--- src/rtl/counting.sv ---
// -----------------------------------------------------------------------------
// counting
//   Moore FSM that detects runs of the form 1+ 2+ 3+ on a 2-bit symbol stream
//   (one symbol per clock), plus a saturating tally of completed patterns.
//
// Ports
//   clk        : system clock, all state changes on the rising edge
//   rst_n      : asynchronous active-low reset (clears state and counter)
//   num        : input symbol 0..3, sampled every rising edge
//   ans        : high while the FSM sits in S123 (trailing run of 3s)
//   match_cnt  : completed patterns since reset, holds at all-ones
// -----------------------------------------------------------------------------
module counting #(
  parameter int CNT_W = 8
) (
  input  logic             clk,
  input  logic             rst_n,
  input  logic [1:0]       num,
  output logic             ans,
  output logic [CNT_W-1:0] match_cnt
);

  typedef enum logic [1:0] {
    IDLE = 2'd0,
    S1   = 2'd1,
    S12  = 2'd2,
    S123 = 2'd3
  } state_t;

  localparam logic [CNT_W-1:0] CNT_MAX = {CNT_W{1'b1}};
  localparam logic [CNT_W-1:0] CNT_ONE = CNT_W'(1);

  state_t           state_r;
  state_t           state_next_s;
  logic [CNT_W-1:0] cnt_r;
  logic             complete_s;

  // State register
  always_ff @(posedge clk or negedge rst_n) begin
    if (!rst_n) begin
      state_r <= IDLE;
    end else begin
      state_r <= state_next_s;
    end
  end

  // Next-state decode on the sampled symbol
  always_comb begin
    state_next_s = IDLE;
    case (num)
      2'd0: state_next_s = IDLE;
      2'd1: state_next_s = S1;   // a 1 always (re)starts a pattern
      2'd2: begin
        if ((state_r == S1) || (state_r == S12)) begin
          state_next_s = S12;
        end else begin
          state_next_s = IDLE;
        end
      end
      2'd3: begin
        if ((state_r == S12) || (state_r == S123)) begin
          state_next_s = S123;
        end else begin
          state_next_s = IDLE;
        end
      end
      default: state_next_s = IDLE;
    endcase
  end

  // A pattern completes only on the S12 -> S123 step, not on every 3
  always_comb begin
    complete_s = 1'b0;
    if ((state_r == S12) && (num == 2'd3)) begin
      complete_s = 1'b1;
    end else begin
      complete_s = 1'b0;
    end
  end

  // Saturating completed-pattern counter
  always_ff @(posedge clk or negedge rst_n) begin
    if (!rst_n) begin
      cnt_r <= '0;
    end else if (complete_s && (cnt_r != CNT_MAX)) begin
      cnt_r <= cnt_r + CNT_ONE;
    end
  end

  // Moore output straight from the state register, so it cannot glitch
  always_comb begin
    ans       = (state_r == S123);
    match_cnt = cnt_r;
  end

endmodule

--- config.mk ---
export PLATFORM = sky130hd
export DESIGN_NAME = counting
export DESIGN_NICKNAME = d
export VERILOG_FILES = /design/src/rtl/counting.sv
export SDC_FILE = /design/constraint.sdc
export NUM_CORES = 1
export LEC_CHECK = 0
export ABC_AREA = 1
export ABC_CLOCK_PERIOD_IN_PS = 1300
export CORE_MARGIN = 3
export CORE_UTILIZATION = 37
export DETAILED_ROUTE_END_ITERATION = 10
export PLACE_DENSITY_LB_ADDON = 0.3
export SYNTH_ARGS = -nofsm -noshare
export SYNTH_HDL_FRONTEND = slang
export SYNTH_SLANG_ARGS = --single-unit
--- constraint.sdc ---
create_clock -name clk -period 1.3 [get_ports clk]
set_input_delay 0.195 -clock clk [delete_from_list [all_inputs] [get_ports clk]]
set_output_delay 0.195 -clock clk [all_outputs]
set_load 0.01 [all_outputs]
==> flow_metrics.py <==
metrics = {
    "synthesis": {
        "synthDominantAreaCellType": "sky130_fd_sc_hd__dfrtp_1",
        "netlist_instances": 70,
        "yosysMostFrequentCell": "sky130_fd_sc_hd__nand2_1",
        "synth_nets": 77,
        "synthesis_stage_register_bit_count": 10,
        "yosysTopAreaCellShare": 0.443,
        "fraction_of_registers_with_async_set_reset": 1.00,
        "syn-mean-instance-area_um2": 8.06,
        "synth-edff-count": 0,
        "synth_warnings": 0,
        "synthFlopType": "sky130_fd_sc_hd__dfrtp_1",
        "synth.cell_area_um2": 564,
        "post_synthesis_cell_type_count": 20,
        "synth_commonest_cells": "sky130_fd_sc_hd__nand2_1 (19), sky130_fd_sc_hd__dfrtp_1 (10), sky130_fd_sc_hd__inv_1 (8), sky130_fd_sc_hd__nand3_1 (5), sky130_fd_sc_hd__nor2_1 (5)",
        "netlist_top_cells_area": "sky130_fd_sc_hd__dfrtp_1 (44%), sky130_fd_sc_hd__nand2_1 (13%), sky130_fd_sc_hd__ha_1 (6.7%)",
        "seq_area_frac_synth": 0.443,
    },
    "clock_network": {
        "tritoncts_num_sinks": 10,
        "cts_htree_levels": 1,
        "cts.hold.buffers_added": 0,
        "clk_root_buffer_cell": "sky130_fd_sc_hd__clkbuf_4",
        "clock_tree.buffer_depth": 2,
        "worst_setup_hold_path_clk_slew_ns": 0.06,
        "cts_tree": "yes",
        "worstSkewPairLatency_ns": 0.27,
        "clock_buffer_count_from_cts": 3,
    },
    "drt": {
        "drt_first_iter_violations": 4,
        "detail_route.drc_violations": 0,
        "avgViaCountPerCell": 4.92,
        "number_of_iterations_in_the_first_detailed_routing_pass": 4,
        "detail_route.wl_per_cell_um": 11.5,
        "total_routed_length_um": 1220,
        "vias": 521,
        "final_antenna_net_count": 0,
    },
    "worst_setup_path": {
        "timing.critical_path.cells": "ha_2, clkdlybuf4s15_2",
        "rrSetupSlack_ns": 0.05,
        "crit_path_start_kind": "flip-flop",
        "cp_max_fo": 2,
        "criticalPathCategory": "reg2out",
        "timing.critical_path.arrival_ns": 1.07,
        "critical_path.max_stage_delay_ns": 0.39,
        "cp-end-kind": "primary output",
        "cp_slowest_cell": "sky130_fd_sc_hd__dfrtp_1",
        "crit_required_ns": 1.11,
    },
    "sta": {
        "worst_slew_pin_slew_ns": 0.481,
        "setup_viol": 0,
        "finalSetupTns_ns": 0,
        "finalMaxSlewViolations": 0,
        "period_needed_ns": 1.26,
        "max-slew-margin-rel": 0.678,
        "timing.final.crit_share": 0.972,
        "timing.final.hold_violations": 0,
        "fmax_ghz": 0.791,
        "worst_hold_slack_ns": 0.252,
        "fin_worst_skew_ns": 0.00248,
    },
    "placed_design": {
        "dp.cells": 100,
        "gpl_congestion": 0.725,
        "io_buffers": 12,
        "dp_hpwl_um": 879,
    },
    "grt": {
        "grt_pass1_wl_um": 2070,
        "gr-usage-all-layers": 0.143,
        "grt_pass1_vias": 515,
        "global_routing_met3_resource_utilization": 0.0598,
        "aggregate_global_routing_overflow": 0,
        "busiest_layer": "met2",
        "globalRouteMet2Util": 0.229,
        "number_of_antenna_violations_at_the_first_check_in_global_routing": 0,
        "met1_usage": 0.160,
        "maximum_number_of_pins_on_one_net_before_global_route_repair": 11,
    },
    "power_and_ir_drop": {
        "static-leakage-power_nw": 0.385,
        "p_per_area_nw_per_um2": 1170,
        "p_total_mw": 0.929,
        "peakVddDrop_v": 0.000650,
    },
    "flow_run": {
        "max_cap_viol_count": 0,
    },
    "layout": {
        "post_route_cells_drive_above_1_share": 0.264,
        "final-instance-count-excl-fill": 106,
        "design.final.nets": 100,
        "antenna_cells": 0,
        "fillers": 131,
        "area_delta_synth_final_pct": 41.0,
    },
    "die": {
        "start_util": 0.413,
        "die-area_um2": 2030,
        "fp.dieW_um": 45.1,
        "core-area_um2": 1370,
        "die_height_um": 45.1,
        "rows": 13,
        "floorplan.io_pins": 13,
    },
    "worst_hold_path": {
        "min_path_type": "in2async",
    },
    "status": {
        "status": "finished, final reports clean",
    },
}
repair_timing:
item                       in CTS  in global routing
resized for setup              11                 10
setup buffers                   1                  2
hold endpoints to repair        0                  0
pin swaps                       0                  2
setup endpoints to repair       9                  8
worst max-delay path, delay by kind of cell, from the launching register on:
family / cells / cell delay (ns)
adder cells (fa/ha/maj): 1 / 0.19
buffers and inverters: 1 / 0.22
flip-flops: 1 / 0.39
area by class of cell:
type / count / area, um2 / share of cell area
Timing Repair Buffer: 18 / 156 / 0.197
Sequential cell: 10 / 253 / 0.318
Multi-Input combinational cell: 50 / 305 / 0.384
Tap cell: 15 / 18.8 / 0.0236
Clock buffer: 3 / 22.5 / 0.0283
Inverter: 10 / 40.0 / 0.0503
final timing paths:
| check | startpoint | end | cells past startpoint |
|---|---|---|---|
| worst max-delay path | state_r[0] | ans | 2 |
| worst min-delay path | rst_n | state_r[0] | 1 |
| worst max register to register | state_r[0] | match_cnt[3] | 7 |
| worst min register to register | match_cnt[5] | match_cnt[5] | 2 |
| max in group asynchronous | rst_n | match_cnt[0] | 1 |
| min in group clk | match_cnt[5] | match_cnt[5] | 2 |
per-layer routing:
layer	vias up	wire (um)
li1	269	-
met1	234	529
met2	14	604
met3	4	65
met4	0	24
met5	-	0
power breakdown:
group	internal, mW	switching (mW)	leakage, nW	total (mW)
Clock	0.107	0.106	0.0138	0.213
Sequential	0.360	0.0508	0.131	0.410
Combinational	0.168	0.137	0.240	0.305
Total	0.634	0.294	0.385	0.929
state kept, by name, summed over array words and instances (netlist names):
| register | cells |
|---|---|
| match_cnt | 8 |
| state_r | 2 |
layout by cell type (no fill, tap or decap), types with 3 or more instances in the layout:
cell type | netlist | layout
sky130_fd_sc_hd__nand2_1 | 19 | 19
sky130_fd_sc_hd__inv_1 | 8 | 8
sky130_fd_sc_hd__dfrtp_1 | 10 | 8
sky130_fd_sc_hd__dlygate4sd2_1 | 0 | 8
sky130_fd_sc_hd__buf_4 | 0 | 6
sky130_fd_sc_hd__nor2_1 | 5 | 5
sky130_fd_sc_hd__nand3_1 | 5 | 4
sky130_fd_sc_hd__clkbuf_4 | 0 | 3
sky130_fd_sc_hd__clkdlybuf4s50_1 | 0 | 3
cell families after synthesis:
group / count (synthesis) / share of synthesized area
compound gates: 6 / 0.0576
xor+xnor: 1 / 0.0155
fa+ha+maj: 3 / 0.0665
buf+inv: 10 / 0.0687
flops: 10 / 0.443
simple gates: 40 / 0.348
stage by stage:
stage               setup WS [ns]  cell area [um2]  utilization
detailed placement        -0.0559              726        0.531
global route             -0.00314              796        0.582
CTS                       0.00122              747        0.547
finish                     0.0365              796        0.582
floorplan                   0.103              564            -
global placement          -0.0384              726        0.531
Power figures use the tool's default switching activity.
